$ cat config.mk
export PLATFORM = sky130hd
export DESIGN_NAME = hazard_ctrl_flat
export DESIGN_NICKNAME = d
export VERILOG_FILES = /design/src/rtl/hazard_ctrl_pkg.sv /design/src/rtl/hazard_ctrl_if.sv /design/src/rtl/hazard_ctrl_mdu_stall_timer.sv /design/src/rtl/hazard_ctrl.sv /design/src/flat_wrapper.sv
export SDC_FILE = /design/constraint.sdc
export NUM_CORES = 1
export LEC_CHECK = 0
export BUFFER_PORTS_ARGS = -buffer_cell sky130_fd_sc_hd__buf_2
export CORE_MARGIN = 2
export CORE_UTILIZATION = 53
export DETAILED_ROUTE_END_ITERATION = 8
export PLACE_DENSITY = 0.81
export SYNTH_ARGS = -nofsm -noshare
export SYNTH_HDL_FRONTEND = slang
export SYNTH_HIERARCHICAL = 1
export SYNTH_SLANG_ARGS = --single-unit
$ cat constraint.sdc
create_clock -name clk -period 3.5 [get_ports clk]
set_input_delay 0.175 -clock clk [delete_from_list [all_inputs] [get_ports clk]]
set_output_delay 0.175 -clock clk [all_outputs]
set_load 0.02 [all_outputs]
$ cat src/rtl/hazard_ctrl_pkg.sv
`default_nettype none
// ============================================================================
// Module  : hazard_ctrl_pkg
// Brief   : Shared types, widths and helpers for the pipeline hazard controller.
// Revision: 1.0 - initial release
// ============================================================================
package hazard_ctrl_pkg;

  localparam int ADDR_WIDTH  = 5;
  localparam int MDU_LAT_MIN = 2;
  localparam int MDU_LAT_MAX = 16;
  localparam int MDU_CNT_W   = 4;

  typedef enum logic [0:0] {
    HZ_RUN      = 1'b0,
    HZ_MDU_WAIT = 1'b1
  } hz_state_e;

  typedef enum logic [2:0] {
    HZ_NONE     = 3'd0,
    HZ_MEM      = 3'd1,
    HZ_MDU      = 3'd2,
    HZ_REDIRECT = 3'd3,
    HZ_LOAD_USE = 3'd4
  } hz_cause_e;

  // Only the highest-priority active hazard is allowed to steer the pipeline.
  function automatic hz_cause_e hz_select(input logic mem, input logic mdu,
                                          input logic redir, input logic lu);
    if (mem)        return HZ_MEM;
    else if (mdu)   return HZ_MDU;
    else if (redir) return HZ_REDIRECT;
    else if (lu)    return HZ_LOAD_USE;
    else            return HZ_NONE;
  endfunction

endpackage
`default_nettype wire

$ cat src/rtl/hazard_ctrl_if.sv
`default_nettype none
// ============================================================================
// Module  : hazard_ctrl_if
// Brief   : Pipeline status inputs and stage-register controls of hazard_ctrl.
// Revision: 1.0 - initial release
// ============================================================================
interface hazard_ctrl_if #(
  parameter int CNT_WIDTH = 32
);
  import hazard_ctrl_pkg::*;

  logic [ADDR_WIDTH-1:0] ID_Rs1_Addr;
  logic [ADDR_WIDTH-1:0] ID_Rs2_Addr;
  logic                  ID_Rs1_Used;
  logic                  ID_Rs2_Used;
  logic [ADDR_WIDTH-1:0] EX_Rd_Addr;
  logic                  EX_Mem_r;
  logic                  EX_Branch_Taken;
  logic                  EX_Mdu_Start;
  logic                  MEM_Mem_Access;
  logic                  Dmem_Ready;

  logic                  PC_Write;
  logic                  IF_ID_Write;
  logic                  ID_EX_Write;
  logic                  EX_MEM_Write;
  logic                  MEM_WB_Write;
  logic                  IF_ID_Flush;
  logic                  ID_EX_Flush;
  logic                  EX_MEM_Bubble;
  logic                  MEM_WB_Bubble;
  logic                  Mdu_Done;
  logic [CNT_WIDTH-1:0]  Stall_Cnt;
  logic [CNT_WIDTH-1:0]  Flush_Cnt;

  modport master (
    output ID_Rs1_Addr, ID_Rs2_Addr, ID_Rs1_Used, ID_Rs2_Used, EX_Rd_Addr,
           EX_Mem_r, EX_Branch_Taken, EX_Mdu_Start, MEM_Mem_Access, Dmem_Ready,
    input  PC_Write, IF_ID_Write, ID_EX_Write, EX_MEM_Write, MEM_WB_Write,
           IF_ID_Flush, ID_EX_Flush, EX_MEM_Bubble, MEM_WB_Bubble, Mdu_Done,
           Stall_Cnt, Flush_Cnt
  );

  modport slave (
    input  ID_Rs1_Addr, ID_Rs2_Addr, ID_Rs1_Used, ID_Rs2_Used, EX_Rd_Addr,
           EX_Mem_r, EX_Branch_Taken, EX_Mdu_Start, MEM_Mem_Access, Dmem_Ready,
    output PC_Write, IF_ID_Write, ID_EX_Write, EX_MEM_Write, MEM_WB_Write,
           IF_ID_Flush, ID_EX_Flush, EX_MEM_Bubble, MEM_WB_Bubble, Mdu_Done,
           Stall_Cnt, Flush_Cnt
  );

endinterface
`default_nettype wire

$ cat src/rtl/hazard_ctrl_mdu_stall_timer.sv
`default_nettype none
// ============================================================================
// Module  : mdu_stall_timer
// Brief   : Tracks a multi-cycle MDU op in EX; raises stall and a one-cycle done.
// Revision: 1.0 - initial release
// ============================================================================
module mdu_stall_timer
  import hazard_ctrl_pkg::*;
#(
  parameter int MDU_LATENCY = 4
) (
  input  wire logic clk,
  input  wire logic rst,
  input  wire logic i_mdu_start,
  input  wire logic i_mem_stall,
  output logic      o_mdu_stall,
  output logic      o_mdu_done
);

  localparam logic [MDU_CNT_W-1:0] C_CNT_LOAD = MDU_CNT_W'(MDU_LATENCY - 2);

  hz_state_e            r_state;
  hz_state_e            w_state_nxt;
  logic [MDU_CNT_W-1:0] r_cnt;
  logic [MDU_CNT_W-1:0] w_cnt_nxt;

  always_ff @(posedge clk or posedge rst) begin
    if (rst) begin
      r_state <= HZ_RUN;
      r_cnt   <= '0;
    end else begin
      r_state <= w_state_nxt;
      r_cnt   <= w_cnt_nxt;
    end
  end

  // A data-memory stall freezes the op: the countdown and the done pulse wait.
  always_comb begin
    w_state_nxt = r_state;
    w_cnt_nxt   = r_cnt;
    o_mdu_stall = 1'b0;
    o_mdu_done  = 1'b0;
    case (r_state)
      HZ_RUN: begin
        o_mdu_stall = i_mdu_start;
        if (i_mdu_start && !i_mem_stall) begin
          w_cnt_nxt   = C_CNT_LOAD;
          w_state_nxt = HZ_MDU_WAIT;
        end
      end
      HZ_MDU_WAIT: begin
        if (r_cnt != '0) begin
          o_mdu_stall = 1'b1;
          if (!i_mem_stall) w_cnt_nxt = r_cnt - 1'b1;
        end else if (!i_mem_stall) begin
          o_mdu_done  = 1'b1;
          w_state_nxt = HZ_RUN;
        end
      end
      default: w_state_nxt = HZ_RUN;
    endcase
  end

endmodule
`default_nettype wire

$ cat src/rtl/hazard_ctrl.sv
`default_nettype none
// ============================================================================
// Module  : hazard_ctrl
// Brief   : Priority hazard resolver driving pipeline register enables/flushes.
// Revision: 1.0 - initial release
// ============================================================================
module hazard_ctrl
  import hazard_ctrl_pkg::*;
#(
  parameter int MDU_LATENCY = 4,
  parameter int CNT_WIDTH   = 32
) (
  input  wire logic    clk,
  input  wire logic    rst,
  hazard_ctrl_if.slave hz
);

  logic                 w_mem_stall;
  logic                 w_mdu_stall;
  logic                 w_mdu_done;
  logic                 w_load_use;
  hz_cause_e            w_cause;
  logic                 w_pc_write, w_if_id_write, w_id_ex_write;
  logic                 w_ex_mem_write, w_mem_wb_write;
  logic                 w_if_id_flush, w_id_ex_flush;
  logic                 w_ex_mem_bubble, w_mem_wb_bubble;
  logic [CNT_WIDTH-1:0] r_stall_cnt;
  logic [CNT_WIDTH-1:0] r_flush_cnt;

  assign w_mem_stall = hz.MEM_Mem_Access & ~hz.Dmem_Ready;

  assign w_load_use = hz.EX_Mem_r && (hz.EX_Rd_Addr != '0) &&
                      ((hz.ID_Rs1_Used && (hz.EX_Rd_Addr == hz.ID_Rs1_Addr)) ||
                       (hz.ID_Rs2_Used && (hz.EX_Rd_Addr == hz.ID_Rs2_Addr)));

  mdu_stall_timer #(
    .MDU_LATENCY (MDU_LATENCY)
  ) u_mdu_timer (
    .clk         (clk),
    .rst         (rst),
    .i_mdu_start (hz.EX_Mdu_Start),
    .i_mem_stall (w_mem_stall),
    .o_mdu_stall (w_mdu_stall),
    .o_mdu_done  (w_mdu_done)
  );

  assign w_cause = hz_select(w_mem_stall, w_mdu_stall, hz.EX_Branch_Taken, w_load_use);

  // Reset forces a free-running pipeline with no flushes or bubbles.
  always_comb begin
    w_pc_write      = 1'b1;
    w_if_id_write   = 1'b1;
    w_id_ex_write   = 1'b1;
    w_ex_mem_write  = 1'b1;
    w_mem_wb_write  = 1'b1;
    w_if_id_flush   = 1'b0;
    w_id_ex_flush   = 1'b0;
    w_ex_mem_bubble = 1'b0;
    w_mem_wb_bubble = 1'b0;
    if (!rst) begin
      case (w_cause)
        HZ_MEM: begin
          w_pc_write      = 1'b0;
          w_if_id_write   = 1'b0;
          w_id_ex_write   = 1'b0;
          w_ex_mem_write  = 1'b0;
          w_mem_wb_bubble = 1'b1;
        end
        HZ_MDU: begin
          w_pc_write      = 1'b0;
          w_if_id_write   = 1'b0;
          w_id_ex_write   = 1'b0;
          w_ex_mem_bubble = 1'b1;
        end
        HZ_REDIRECT: begin
          w_if_id_flush = 1'b1;
          w_id_ex_flush = 1'b1;
        end
        HZ_LOAD_USE: begin
          w_pc_write    = 1'b0;
          w_if_id_write = 1'b0;
          w_id_ex_flush = 1'b1;
        end
        default: ;
      endcase
    end
  end

  always_ff @(posedge clk or posedge rst) begin
    if (rst) begin
      r_stall_cnt <= '0;
      r_flush_cnt <= '0;
    end else begin
      if (!w_pc_write)                   r_stall_cnt <= r_stall_cnt + 1'b1;
      if (w_if_id_flush | w_id_ex_flush) r_flush_cnt <= r_flush_cnt + 1'b1;
    end
  end

  assign hz.PC_Write      = w_pc_write;
  assign hz.IF_ID_Write   = w_if_id_write;
  assign hz.ID_EX_Write   = w_id_ex_write;
  assign hz.EX_MEM_Write  = w_ex_mem_write;
  assign hz.MEM_WB_Write  = w_mem_wb_write;
  assign hz.IF_ID_Flush   = w_if_id_flush;
  assign hz.ID_EX_Flush   = w_id_ex_flush;
  assign hz.EX_MEM_Bubble = w_ex_mem_bubble;
  assign hz.MEM_WB_Bubble = w_mem_wb_bubble;
  assign hz.Mdu_Done      = w_mdu_done & ~rst;
  assign hz.Stall_Cnt     = r_stall_cnt;
  assign hz.Flush_Cnt     = r_flush_cnt;

endmodule
`default_nettype wire

$ cat src/flat_wrapper.sv
// flat-port wrapper written by rule: the top's interface ports become plain ports
module hazard_ctrl_flat import hazard_ctrl_pkg::*;
#(
  parameter int MDU_LATENCY = 4,
  parameter int CNT_WIDTH   = 32
)
  (clk, rst, hz_ID_Rs1_Addr, hz_ID_Rs2_Addr, hz_ID_Rs1_Used, hz_ID_Rs2_Used, hz_EX_Rd_Addr, hz_EX_Mem_r, hz_EX_Branch_Taken, hz_EX_Mdu_Start, hz_MEM_Mem_Access, hz_Dmem_Ready, hz_PC_Write, hz_IF_ID_Write, hz_ID_EX_Write, hz_EX_MEM_Write, hz_MEM_WB_Write, hz_IF_ID_Flush, hz_ID_EX_Flush, hz_EX_MEM_Bubble, hz_MEM_WB_Bubble, hz_Mdu_Done, hz_Stall_Cnt, hz_Flush_Cnt);
  hazard_ctrl_if #(.CNT_WIDTH(CNT_WIDTH)) hz_i ();
  input  wire logic clk;
  input  wire logic rst;
  input wire logic [$bits(hz_i.ID_Rs1_Addr)-1:0] hz_ID_Rs1_Addr;
  input wire logic [$bits(hz_i.ID_Rs2_Addr)-1:0] hz_ID_Rs2_Addr;
  input wire logic [$bits(hz_i.ID_Rs1_Used)-1:0] hz_ID_Rs1_Used;
  input wire logic [$bits(hz_i.ID_Rs2_Used)-1:0] hz_ID_Rs2_Used;
  input wire logic [$bits(hz_i.EX_Rd_Addr)-1:0] hz_EX_Rd_Addr;
  input wire logic [$bits(hz_i.EX_Mem_r)-1:0] hz_EX_Mem_r;
  input wire logic [$bits(hz_i.EX_Branch_Taken)-1:0] hz_EX_Branch_Taken;
  input wire logic [$bits(hz_i.EX_Mdu_Start)-1:0] hz_EX_Mdu_Start;
  input wire logic [$bits(hz_i.MEM_Mem_Access)-1:0] hz_MEM_Mem_Access;
  input wire logic [$bits(hz_i.Dmem_Ready)-1:0] hz_Dmem_Ready;
  output wire logic [$bits(hz_i.PC_Write)-1:0] hz_PC_Write;
  output wire logic [$bits(hz_i.IF_ID_Write)-1:0] hz_IF_ID_Write;
  output wire logic [$bits(hz_i.ID_EX_Write)-1:0] hz_ID_EX_Write;
  output wire logic [$bits(hz_i.EX_MEM_Write)-1:0] hz_EX_MEM_Write;
  output wire logic [$bits(hz_i.MEM_WB_Write)-1:0] hz_MEM_WB_Write;
  output wire logic [$bits(hz_i.IF_ID_Flush)-1:0] hz_IF_ID_Flush;
  output wire logic [$bits(hz_i.ID_EX_Flush)-1:0] hz_ID_EX_Flush;
  output wire logic [$bits(hz_i.EX_MEM_Bubble)-1:0] hz_EX_MEM_Bubble;
  output wire logic [$bits(hz_i.MEM_WB_Bubble)-1:0] hz_MEM_WB_Bubble;
  output wire logic [$bits(hz_i.Mdu_Done)-1:0] hz_Mdu_Done;
  output wire logic [$bits(hz_i.Stall_Cnt)-1:0] hz_Stall_Cnt;
  output wire logic [$bits(hz_i.Flush_Cnt)-1:0] hz_Flush_Cnt;
  assign hz_i.ID_Rs1_Addr = hz_ID_Rs1_Addr;
  assign hz_i.ID_Rs2_Addr = hz_ID_Rs2_Addr;
  assign hz_i.ID_Rs1_Used = hz_ID_Rs1_Used;
  assign hz_i.ID_Rs2_Used = hz_ID_Rs2_Used;
  assign hz_i.EX_Rd_Addr = hz_EX_Rd_Addr;
  assign hz_i.EX_Mem_r = hz_EX_Mem_r;
  assign hz_i.EX_Branch_Taken = hz_EX_Branch_Taken;
  assign hz_i.EX_Mdu_Start = hz_EX_Mdu_Start;
  assign hz_i.MEM_Mem_Access = hz_MEM_Mem_Access;
  assign hz_i.Dmem_Ready = hz_Dmem_Ready;
  assign hz_PC_Write = hz_i.PC_Write;
  assign hz_IF_ID_Write = hz_i.IF_ID_Write;
  assign hz_ID_EX_Write = hz_i.ID_EX_Write;
  assign hz_EX_MEM_Write = hz_i.EX_MEM_Write;
  assign hz_MEM_WB_Write = hz_i.MEM_WB_Write;
  assign hz_IF_ID_Flush = hz_i.IF_ID_Flush;
  assign hz_ID_EX_Flush = hz_i.ID_EX_Flush;
  assign hz_EX_MEM_Bubble = hz_i.EX_MEM_Bubble;
  assign hz_MEM_WB_Bubble = hz_i.MEM_WB_Bubble;
  assign hz_Mdu_Done = hz_i.Mdu_Done;
  assign hz_Stall_Cnt = hz_i.Stall_Cnt;
  assign hz_Flush_Cnt = hz_i.Flush_Cnt;
  hazard_ctrl #(.MDU_LATENCY(MDU_LATENCY), .CNT_WIDTH(CNT_WIDTH)) u_core (.clk(clk), .rst(rst), .hz(hz_i));
endmodule
==> out/summary.json, run 1 <==
{
  "critical_path": {
    "worstSetupPathType": "reg2out",
    "rr_endpoint": "u_core/hz.Flush_Cnt[28]",
    "critical_path.reg2reg.startpoint": "u_core/u_mdu_timer/r_cnt[0]",
    "setup.worst_path.end": "hz_ID_EX_Flush",
    "startpoint": "u_core/u_mdu_timer/r_cnt[0]",
    "timing.critical_path.arrival_ns": 2.96,
    "worst-r2r-setup-slack_ns": 0.62,
    "timing.critical_path.from_type": "flip-flop",
    "worstPathMaxFanout": 18,
    "crit_required_ns": 3.32,
    "worst_r2r_path_depth": 9,
    "critical_path.endpoint_type": "output pin"
  },
  "global_routing": {
    "global_route.overflow_total": 0,
    "gr-usage-all-layers": 0.215,
    "antenna_found_initial": 0,
    "pin_count_of_the_biggest_net_entering_global_routing": 66,
    "grt_pass1_vias": 2749,
    "global_route_wire_length_before_repair_mm": 12.8
  },
  "power": {
    "powerDensity_nw_per_um2": 543,
    "power_leakage_uw": 0.00216,
    "totalPowerFinal_uw": 2360,
    "vdd_ir_drop_max_mv": 0.364
  },
  "logic_synthesis": {
    "syn-num-nets": 359,
    "yosysTopAreaCell": "sky130_fd_sc_hd__dfrtp_1",
    "yosysWarnings": 6,
    "postSynthRegisterBits": 69,
    "asyncSetResetFlopFracSynth": 1.00,
    "postSynthCellCount": 332,
    "synth-edff-count": 0,
    "sequential_cell_area_fraction_in_the_yosys_report": 0.481,
    "synth.area.top_cells": "sky130_fd_sc_hd__dfrtp_1, sky130_fd_sc_hd__xor2_1, sky130_fd_sc_hd__xnor2_1",
    "postSynthAreaPerCell_um2": 10.8,
    "synthFlopType": "sky130_fd_sc_hd__dfrtp_1",
    "synth_unique_cells": 47,
    "yosysTopAreaCellShare": 0.481,
    "netlist_area_um2": 3590
  },
  "timing": {
    "finalHoldViolCount": 0,
    "timing.max_slew.rel_slack": 0.303,
    "fin_crit_ns": 3.14,
    "worst_clock_skew_ns": 0.0133,
    "worst_margin_pin_slew_ns": 1.04,
    "max_freq_mhz": 319,
    "finalCritPeriodShare": 0.896,
    "timing.final.max_slew_violations": 0,
    "final.setup.tns_ns": 0,
    "grt_setup_unrepaired": "no",
    "setup_viol_count_final": 0
  },
  "clock_tree": {
    "cts_clk_pin_slew_worst_paths_ns": 0.07,
    "clock_root_buffer": "sky130_fd_sc_hd__clkbuf_8",
    "cts_sinks": 69,
    "clk_path_buf_depth": 2,
    "cts-buffers-inserted": 9,
    "cts_tree": "built",
    "clkLatencyLatePin_ns": 0.33,
    "clock_tree.htree_level_count": 3,
    "postCtsSetupBuffers": 0
  },
  "routing": {
    "drt_iter0_drc": 166,
    "drt_pre_antenna_iters": 4,
    "drt_drc_violations_left": 0,
    "routed_via_density": 5.46,
    "remaining_number_of_nets_flagged_by_the_antenna_check_after_routing": 0,
    "drt_wl_total_mm": 7.64,
    "num_vias": 2813,
    "post_drt_wl_per_cell_um": 14.8
  },
  "finish": {
    "layout_fillers": 555,
    "sequential_cell_area_um2": 1730,
    "finish.net_count": 457,
    "most_common_library_cell_in_the_layout_ignoring_fill_and_taps": "sky130_fd_sc_hd__buf_2",
    "drive_gt1_frac": 0.320,
    "layout-area-overhead-vs-synth_pct": 21.2,
    "multi_input_area_um2": 1750,
    "final_core_utilization": 0.652,
    "final_cell_mix": "sky130_fd_sc_hd__buf_2, sky130_fd_sc_hd__dfrtp_1, sky130_fd_sc_hd__xor2_1, sky130_fd_sc_hd__xnor2_1, sky130_fd_sc_hd__nand2_1",
    "antenna-diode-count": 0
  },
  "die": {
    "design.die.area_um2": 7450,
    "core.rowCount": 30,
    "boundaryPins": 98,
    "initial_utilization": 0.538,
    "fp.dieH_um": 86.3,
    "fp.dieW_um": 86.3,
    "core-area_um2": 6680
  },
  "job": {
    "maxCapViolCount": 0
  },
  "hold_path": {
    "worstHoldPathType": "in2reg"
  },
  "placed_design": {
    "post-dp-hpwl_mm": 5.38,
    "place_congestion": 0.828,
    "port_buffers": 96
  },
  "status": {
    "result_of_the_run": "finished, final reports clean"
  }
}
[registers in the layout, indices dropped and copies added, names as in the netlist]
signal	flops
u_core/u_mdu_timer/r_cnt	4
u_core/hz.Stall_Cnt	32
u_core/u_mdu_timer/r_state	1
u_core/hz.Flush_Cnt	32
[cells by family (layout without fill, tap and decap cells)]
group           after synthesis  in the layout  synth area share
compound gates               14             14            0.0261
xor+xnor                     72             72             0.175
fa+ha+maj                     3              3            0.0104
buf+inv                      24            127            0.0345
flops                        69             69             0.481
mux                           1              1           0.00313
other cells                   1              1           0.00104
simple gates                148            148             0.269
[per-layer routing]
metal	wire length [µm]	global-route usage	up-vias
met5	0	0	-
met4	110	0.0881	0
li1	-	-	1357
met3	304	0.0314	8
met2	3770	0.345	70
met1	3460	0.295	1378
[power breakdown]
part           internal, µW  switching (µW)  leakage [µW]  total (µW)
Sequential              897             128      0.000894        1020
Combinational           232             369       0.00115         602
Clock                   441             295      0.000110         737
[how the worst min path moves through the flow]
| stage | slack, ns | startpoint | cells past startpoint | to |
|---|---|---|---|---|
| after floorplan | -0.05 | rst | 1 | u_core/u_mdu_timer/r_cnt[0] |
| after global routing | 0.17 | hz_EX_Mdu_Start | 3 | u_core/u_mdu_timer/r_state |
| after CTS | 0.13 | hz_EX_Mdu_Start | 3 | u_core/u_mdu_timer/r_state |
| after detailed placement | 0.13 | rst | 2 | u_core/u_mdu_timer/r_state |
| after global placement | 0.13 | rst | 2 | u_core/u_mdu_timer/r_state |
| final | 0.14 | hz_EX_Mdu_Start | 3 | u_core/u_mdu_timer/r_state |
[through the flow]
stage | area, µm² | std cells | hold slack, ns | setup slack, ns
after floorplan | 3590 | 332 | -0.0465 | 0.110
after global placement | 4120 | 498 | 0.131 | 0.768
after detailed placement | 4120 | 498 | 0.127 | 0.662
after CTS | 4350 | 515 | 0.134 | 0.375
after global routing | 4350 | 515 | 0.165 | 0.145
final | 4350 | 515 | 0.136 | 0.364
[synth_stat cells, types with 3 or more instances]
cell type                  count
sky130_fd_sc_hd__xor2_1       40
sky130_fd_sc_hd__nor4_2       11
sky130_fd_sc_hd__ha_1          3
sky130_fd_sc_hd__buf_2         3
sky130_fd_sc_hd__buf_4         4
sky130_fd_sc_hd__nor3b_1       4
sky130_fd_sc_hd__nand4_1      13
sky130_fd_sc_hd__xnor2_1      32
sky130_fd_sc_hd__and3_1        6
sky130_fd_sc_hd__nor4_1        5
sky130_fd_sc_hd__o21ai_0       4
sky130_fd_sc_hd__nor4b_1       8
sky130_fd_sc_hd__or4_1         3
sky130_fd_sc_hd__dfrtp_1      69
sky130_fd_sc_hd__nand3_1      17
sky130_fd_sc_hd__nand2_1      31
sky130_fd_sc_hd__and4_1        4
sky130_fd_sc_hd__nor3_1       12
sky130_fd_sc_hd__inv_1        11
sky130_fd_sc_hd__clkbuf_1      3
sky130_fd_sc_hd__nor4b_2       4
sky130_fd_sc_hd__nor2_1       17
[timing repair]
| action | 4_1_cts | 5_1_grt |
|---|---|---|
| hold buffers | 1 | 0 |
| resized for setup | 0 | 0 |
| endpoints found under the hold margin | 5 | 0 |
[worst max-delay path: stages (launching register included)]
cell and delay (ns):
sky130_fd_sc_hd__dfrtp_1 0.42, sky130_fd_sc_hd__inv_1 0.08, sky130_fd_sc_hd__ha_1 0.26, sky130_fd_sc_hd__and4bb_4 0.28, sky130_fd_sc_hd__nor2_1 0.07, sky130_fd_sc_hd__or3_4 0.38
sky130_fd_sc_hd__nor4b_4 0.32, sky130_fd_sc_hd__a21oi_2 0.29, sky130_fd_sc_hd__inv_2 0.31, sky130_fd_sc_hd__buf_2 0.22
[cell type report]
class / count / share of cell area
Timing Repair Buffer: 99 / 0.116
Inverter: 12 / 0.0103
Multi-Input combinational cell: 239 / 0.402
Clock buffer: 13 / 0.0365
Sequential cell: 69 / 0.397
Clock inverter: 3 / 0.0155
Tap cell: 80 / 0.0230
(Power assumes the default switching activity.)
==> run 2: changes to the inputs <==
- RECOVER_POWER: default -> 100
==> run 2 against run 1 <==
  * The flow now finishes with violations (max-capacitance violations, max-slew violations)
  * Utilization decreased by 2.9 points
  * Sequential power hardly changed
  * Sequential cell count unchanged
  * Routed wire length increased by 1.2%
  * First-iteration DRC count down 3.0%
  * Global-route usage unchanged
  * Fmax decreased by 1.1%
  * Largest cell class is now registers
==> out/summary.json, run 2 (synthesized netlist as in run 1, its figures left out) <==
{
  "power": {
    "clock_network_power_share": 0.318,
    "comb_power_share": 0.238,
    "share_seq_of_total_power": 0.444,
    "totalPowerFinal_uw": 2310,
    "vdd_ir_drop_max_mv": 0.348,
    "power_leakage_uw": 0.00187,
    "switching_share": 0.334,
    "powerDensity_nw_per_um2": 555,
    "p_int_uw": 1540,
    "power.switching_uw": 773
  },
  "global_routing": {
    "pin_count_of_the_biggest_net_entering_global_routing": 66,
    "global_route_wire_length_before_repair_mm": 12.8,
    "gr-usage-all-layers": 0.215,
    "antenna_found_initial": 0,
    "global_route.overflow_total": 0,
    "grt_pass1_vias": 2749
  },
  "die": {
    "core.rowCount": 30,
    "fp.dieH_um": 86.3,
    "boundaryPins": 98,
    "fp.dieW_um": 86.3,
    "core-area_um2": 6680,
    "initial_utilization": 0.538,
    "design.die.area_um2": 7450
  },
  "timing": {
    "worst_slack_ns": 0.328,
    "grt_setup_unrepaired": "no",
    "fin_crit_ns": 3.17,
    "setup_viol_count_final": 0,
    "timing.max_slew.rel_slack": -0.0770,
    "max_freq_mhz": 315,
    "timing.final.max_slew_violations": 66,
    "worst_margin_pin_slew_ns": 1.62,
    "finalCritPeriodShare": 0.906,
    "finalHoldViolCount": 0,
    "worst_clock_skew_ns": 0.0136,
    "final.setup.tns_ns": 0
  },
  "clock_tree": {
    "clock_root_buffer": "sky130_fd_sc_hd__clkbuf_8",
    "clkLatencyLatePin_ns": 0.33,
    "cts_clk_pin_slew_worst_paths_ns": 0.07,
    "cts_tree": "built",
    "cts_sinks": 69,
    "clk_path_buf_depth": 2,
    "clock_tree.htree_level_count": 3,
    "cts-buffers-inserted": 9
  },
  "finish": {
    "antenna-diode-count": 0,
    "sequential_cell_area_um2": 1730,
    "multi_input_area_um2": 1650,
    "final_cell_mix": "sky130_fd_sc_hd__clkbuf_1, sky130_fd_sc_hd__dfrtp_1, sky130_fd_sc_hd__xor2_1, sky130_fd_sc_hd__xnor2_1, sky130_fd_sc_hd__nand2_1",
    "finish.net_count": 457,
    "most_common_library_cell_in_the_layout_ignoring_fill_and_taps": "sky130_fd_sc_hd__clkbuf_1",
    "layout_fillers": 615,
    "final_core_utilization": 0.623,
    "drive_gt1_frac": 0.113,
    "layoutNonFillerInstCount": 515,
    "layout-area-overhead-vs-synth_pct": 15.8
  },
  "routing": {
    "post_drt_wl_per_cell_um": 15.0,
    "routed_via_density": 5.45,
    "remaining_number_of_nets_flagged_by_the_antenna_check_after_routing": 0,
    "drt_drc_violations_left": 0,
    "num_vias": 2805,
    "drt_iter0_drc": 161,
    "drt_pre_antenna_iters": 5,
    "drt_wl_total_mm": 7.73
  },
  "placed_design": {
    "place_congestion": 0.828,
    "dpl.cell_count": 498,
    "port_buffers": 96,
    "dp_worst_setup_slack_ns": 0.662,
    "post-dp-hpwl_mm": 5.38
  },
  "critical_path": {
    "worstSetupPathType": "reg2out",
    "path_cells": "inv_1 -> ha_1 -> and4bb_4 -> nor2_1 -> or3_1 -> nor4b_4 -> a21oi_2 -> inv_2 -> clkbuf_1",
    "crit_buf_inv": 3,
    "crit_slowest_cell": "sky130_fd_sc_hd__dfrtp_1",
    "critical_path.endpoint_type": "output pin",
    "critical-path-max-stage-delay_ns": 0.42,
    "critical-path-top-delay-family": "simple AND/OR/NAND/NOR gates",
    "timing.critical_path.from_type": "flip-flop",
    "crit_required_ns": 3.32,
    "worstPathMaxFanout": 18,
    "timing.critical_path.arrival_ns": 3.00
  },
  "hold_path": {
    "worstHoldPathType": "in2reg"
  },
  "status": {
    "violations": "max-capacitance violations, max-slew violations",
    "result_of_the_run": "complete, but fails checks"
  },
  "job": {
    "maxCapViolCount": 1
  }
}
## run 2: changes by cell type in the layout (fill, tap and decap cells not counted), moves of 4 or more
cell                       delta
sky130_fd_sc_hd__buf_2       -74
sky130_fd_sc_hd__nor4_2      -10
sky130_fd_sc_hd__nor4_1      +10
sky130_fd_sc_hd__clkbuf_1    +74
sky130_fd_sc_hd__nor4b_1      +4
sky130_fd_sc_hd__nor4b_2      -4
## run 2: repair_timing
item | in CTS | in global routing
resized for setup | 0 | 0
hold endpoints to repair | 5 | 0
hold buffers | 1 | 0
buffers inserted | 0 | 0
## run 2: power groups by stage
stage,registers [µW],logic (µW),clock network (µW)
final,1030,550,734
after floorplan,1090,369,0
after CTS,1020,608,743
after global placement,1030,591,0
after global routing,1050,612,783
after detailed placement,1030,604,0
## run 2: stage by stage
step	instance area (µm²)	hold slack [ns]
after global placement	4120	0.131
after CTS	4350	0.134
after floorplan	3590	-0.0465
after detailed placement	4120	0.127
after global routing	4160	0.165
final	4160	0.142
## run 2: worst paths after layout
check	startpoint	to	slack, ns	cells past startpoint
worst max-delay path	u_core/u_mdu_timer/r_cnt[0]	hz_ID_EX_Flush	0.33	9
worst min-delay path	hz_EX_Mdu_Start	u_core/u_mdu_timer/r_state	0.14	3
worst max register to register	u_core/u_mdu_timer/r_cnt[0]	u_core/hz.Flush_Cnt[28]	0.62	9
worst min register to register	u_core/hz.Flush_Cnt[31]	u_core/hz.Flush_Cnt[31]	0.47	1
max in group asynchronous	rst	u_core/hz.Flush_Cnt[20]	1.54	4
min in group asynchronous	rst	u_core/u_mdu_timer/r_state	0.34	3
## run 2: per-layer routing
layer  vias up  track usage  routed length (µm)
met2        86        0.345                3780
met5         -            0                   0
met1      1361        0.295                3510
li1       1354            -                   -
met4         0       0.0881                  59
met3         4       0.0314                 380
## run 2: final cells by class
cell class | count | area share
Inverter | 12 | 0.0108
Clock buffer | 13 | 0.0382
Tap cell | 80 | 0.0241
Sequential cell | 69 | 0.415
Clock inverter | 3 | 0.0162
Timing Repair Buffer | 99 | 0.0986
Multi-Input combinational cell | 239 | 0.397
## run 2: worst reg2reg max path, delay by kind of cell, from the launching register on
family,cells,cell delay (ns)
fa+ha+maj,1,0.23
xor+xnor,1,0.19
flops,1,0.42
simple gates,5,1.61
compound gates,1,0.29
buf+inv,1,0.08
==> run 3: changes to the inputs <==
- CORE_UTILIZATION: 53 -> 55
- PLACE_DENSITY: 0.81 -> 0.83
- clock period: 3.5 -> 3.95 ns (I/O delays scaled with it)
==> run 3 against run 2 <==
  * The run still ends with max-capacitance violations, max-slew violations left
  * Final area fell by 0.72%
  * Routed wire length is 0.23% lower
  * Final cell count down 0.78%
  * Sequential share of layout area increased by 0.30 points
  * Global-route usage about the same
  * Combinational power shrank 10%
  * Critical endpoint unchanged
  * Highest routed layer unchanged
==> out/summary.json, run 3 (synthesized netlist as in run 1, its figures left out) <==
{
  "status": {
    "result_of_the_run": "complete, but fails checks",
    "violations": "max-capacitance violations, max-slew violations"
  },
  "timing": {
    "worst_margin_pin_slew_ns": 1.61,
    "worst_slack_ns": 0.595,
    "setup_viol_count_final": 0,
    "max_freq_mhz": 298,
    "finalHoldViolCount": 0,
    "fin_crit_ns": 3.36,
    "grt_setup_unrepaired": "no",
    "timing.hold.ws_ns": 0.157,
    "finalCritPeriodShare": 0.849,
    "timing.max_slew.rel_slack": -0.0736,
    "timing.final.max_slew_violations": 66,
    "final.setup.tns_ns": 0,
    "worst_clock_skew_ns": 0.0116
  },
  "critical_path": {
    "timing.critical_path.from_type": "flip-flop",
    "crit_required_ns": 3.75,
    "critical_path.endpoint_type": "output pin",
    "worstPathMaxFanout": 18,
    "worstSetupPathType": "reg2out",
    "timing.critical_path.arrival_ns": 3.16,
    "worst-r2r-setup-slack_ns": 0.94
  },
  "hold_path": {
    "worstHoldPathType": "in2reg"
  },
  "routing": {
    "drt_drc_violations_left": 0,
    "remaining_number_of_nets_flagged_by_the_antenna_check_after_routing": 0,
    "num_vias": 2847,
    "post_drt_wl_per_cell_um": 15.1,
    "drt_wl_total_mm": 7.71,
    "drt_pre_antenna_iters": 4,
    "routed_via_density": 5.57,
    "drt_iter0_drc": 145
  },
  "global_routing": {
    "grt_pass1_vias": 2758,
    "antenna_found_initial": 0,
    "global_route_wire_length_before_repair_mm": 12.6,
    "pin_count_of_the_biggest_net_entering_global_routing": 66,
    "gr-usage-all-layers": 0.215,
    "global_route.overflow_total": 0
  },
  "clock_tree": {
    "clk_path_buf_depth": 2,
    "cts_sinks": 69,
    "cts-buffers-inserted": 9,
    "clock_tree.htree_level_count": 3,
    "cts_clk_pin_slew_worst_paths_ns": 0.07,
    "postCtsSetupBuffers": 0,
    "cts_tree": "built",
    "clock_root_buffer": "sky130_fd_sc_hd__clkbuf_8",
    "clkLatencyLatePin_ns": 0.34,
    "ctsResizeCount": 0,
    "hold_buffers": 1
  },
  "placed_design": {
    "placed_area_um2": 4110,
    "dp_worst_setup_slack_ns": 1.16,
    "port_buffers": 96,
    "place_congestion": 0.854,
    "post-dp-hpwl_mm": 5.32
  },
  "die": {
    "core.rowCount": 29,
    "core-area_um2": 6350,
    "fp.dieW_um": 84.8,
    "fp.dieH_um": 84.8,
    "boundaryPins": 98,
    "initial_utilization": 0.566,
    "design.die.area_um2": 7200
  },
  "power": {
    "comb_power_share": 0.247,
    "p_int_uw": 1280,
    "powerDensity_nw_per_um2": 484,
    "clock_network_power_share": 0.298,
    "power.switching_uw": 714,
    "share_seq_of_total_power": 0.455,
    "totalPowerFinal_uw": 2000,
    "vdd_ir_drop_max_mv": 0.315,
    "switching_share": 0.357,
    "power_leakage_uw": 0.00186
  },
  "finish": {
    "most_common_library_cell_in_the_layout_ignoring_fill_and_taps": "sky130_fd_sc_hd__clkbuf_1",
    "final_cell_mix": "sky130_fd_sc_hd__clkbuf_1, sky130_fd_sc_hd__dfrtp_1, sky130_fd_sc_hd__xor2_1, sky130_fd_sc_hd__xnor2_1, sky130_fd_sc_hd__nand2_1",
    "postLayoutCellArea_um2": 4130,
    "multi_input_area_um2": 1650,
    "drive_gt1_frac": 0.113,
    "antenna-diode-count": 0,
    "sequential_cell_area_um2": 1730,
    "layout-area-overhead-vs-synth_pct": 15.0,
    "finish.net_count": 456,
    "layout_fillers": 554
  },
  "job": {
    "maxCapViolCount": 1
  }
}
-- run 3: changes by cell type in the layout (fill, tap and decap cells not counted) --
cell                         change
sky130_fd_sc_hd__clkbuf_8        -1
sky130_fd_sc_hd__buf_4           -1
sky130_fd_sc_hd__inv_1           +1
sky130_fd_sc_hd__clkinvlp_4      +2
sky130_fd_sc_hd__inv_6           +2
sky130_fd_sc_hd__bufinv_16       -1
sky130_fd_sc_hd__clkbuf_1        -2
sky130_fd_sc_hd__inv_2           -1
-- run 3: worst max-delay path, cell delays in order (launching register included) --
cell and delay [ns]:
sky130_fd_sc_hd__dfrtp_1 0.42, sky130_fd_sc_hd__inv_1 0.07, sky130_fd_sc_hd__ha_1 0.21, sky130_fd_sc_hd__and4bb_4 0.27
sky130_fd_sc_hd__nor2_1 0.07, sky130_fd_sc_hd__or3_1 0.41, sky130_fd_sc_hd__nor4b_4 0.33, sky130_fd_sc_hd__a21oi_2 0.28
sky130_fd_sc_hd__inv_1 0.47, sky130_fd_sc_hd__clkbuf_1 0.29
-- run 3: final timing paths --
kind                       cells after the start                          end                         from
max                                            9               hz_ID_EX_Flush  u_core/u_mdu_timer/r_cnt[0]
min                                            3   u_core/u_mdu_timer/r_state              hz_EX_Mdu_Start
max reg2reg                                   10      u_core/hz.Flush_Cnt[25]  u_core/u_mdu_timer/r_cnt[0]
min reg2reg                                    1      u_core/hz.Flush_Cnt[31]      u_core/hz.Flush_Cnt[31]
max in group asynchronous                      4      u_core/hz.Stall_Cnt[17]                          rst
min in group asynchronous                      3  u_core/u_mdu_timer/r_cnt[3]                          rst
-- run 3: layout make-up --
| cell class | count | share of cell area |
|---|---|---|
| multi-input cells | 239 | 0.400 |
| clock buffers | 10 | 0.0333 |
| inverters | 12 | 0.0109 |
| flip-flops and latches | 69 | 0.418 |
| well taps | 77 | 0.0233 |
| clock inverters | 6 | 0.0170 |
| repair buffers | 98 | 0.0975 |
-- run 3: power groups by stage --
stage / combinational, µW / sequential [µW] / clock, µW
after floorplan: 327 / 969 / 0
after detailed placement: 536 / 921 / 0
after CTS: 541 / 906 / 613
final: 493 / 909 / 596
after global placement: 525 / 914 / 0
after global routing: 544 / 926 / 636
-- run 3: per-stage QoR --
step / util / instances
6_report: 0.651 / 511
5_1_grt: 0.651 / 511
4_1_cts: 0.681 / 511
3_5_place_dp: 0.647 / 494
3_3_place_gp: 0.647 / 494
2_1_floorplan: - / 332
-- run 3: layer usage --
layer	up-vias	track usage	share of wire
met2	78	0.348	0.49
met5	-	0	0
met4	0	0.0952	0.017
met3	11	0.0340	0.038
met1	1404	0.288	0.46
li1	1354	-	-
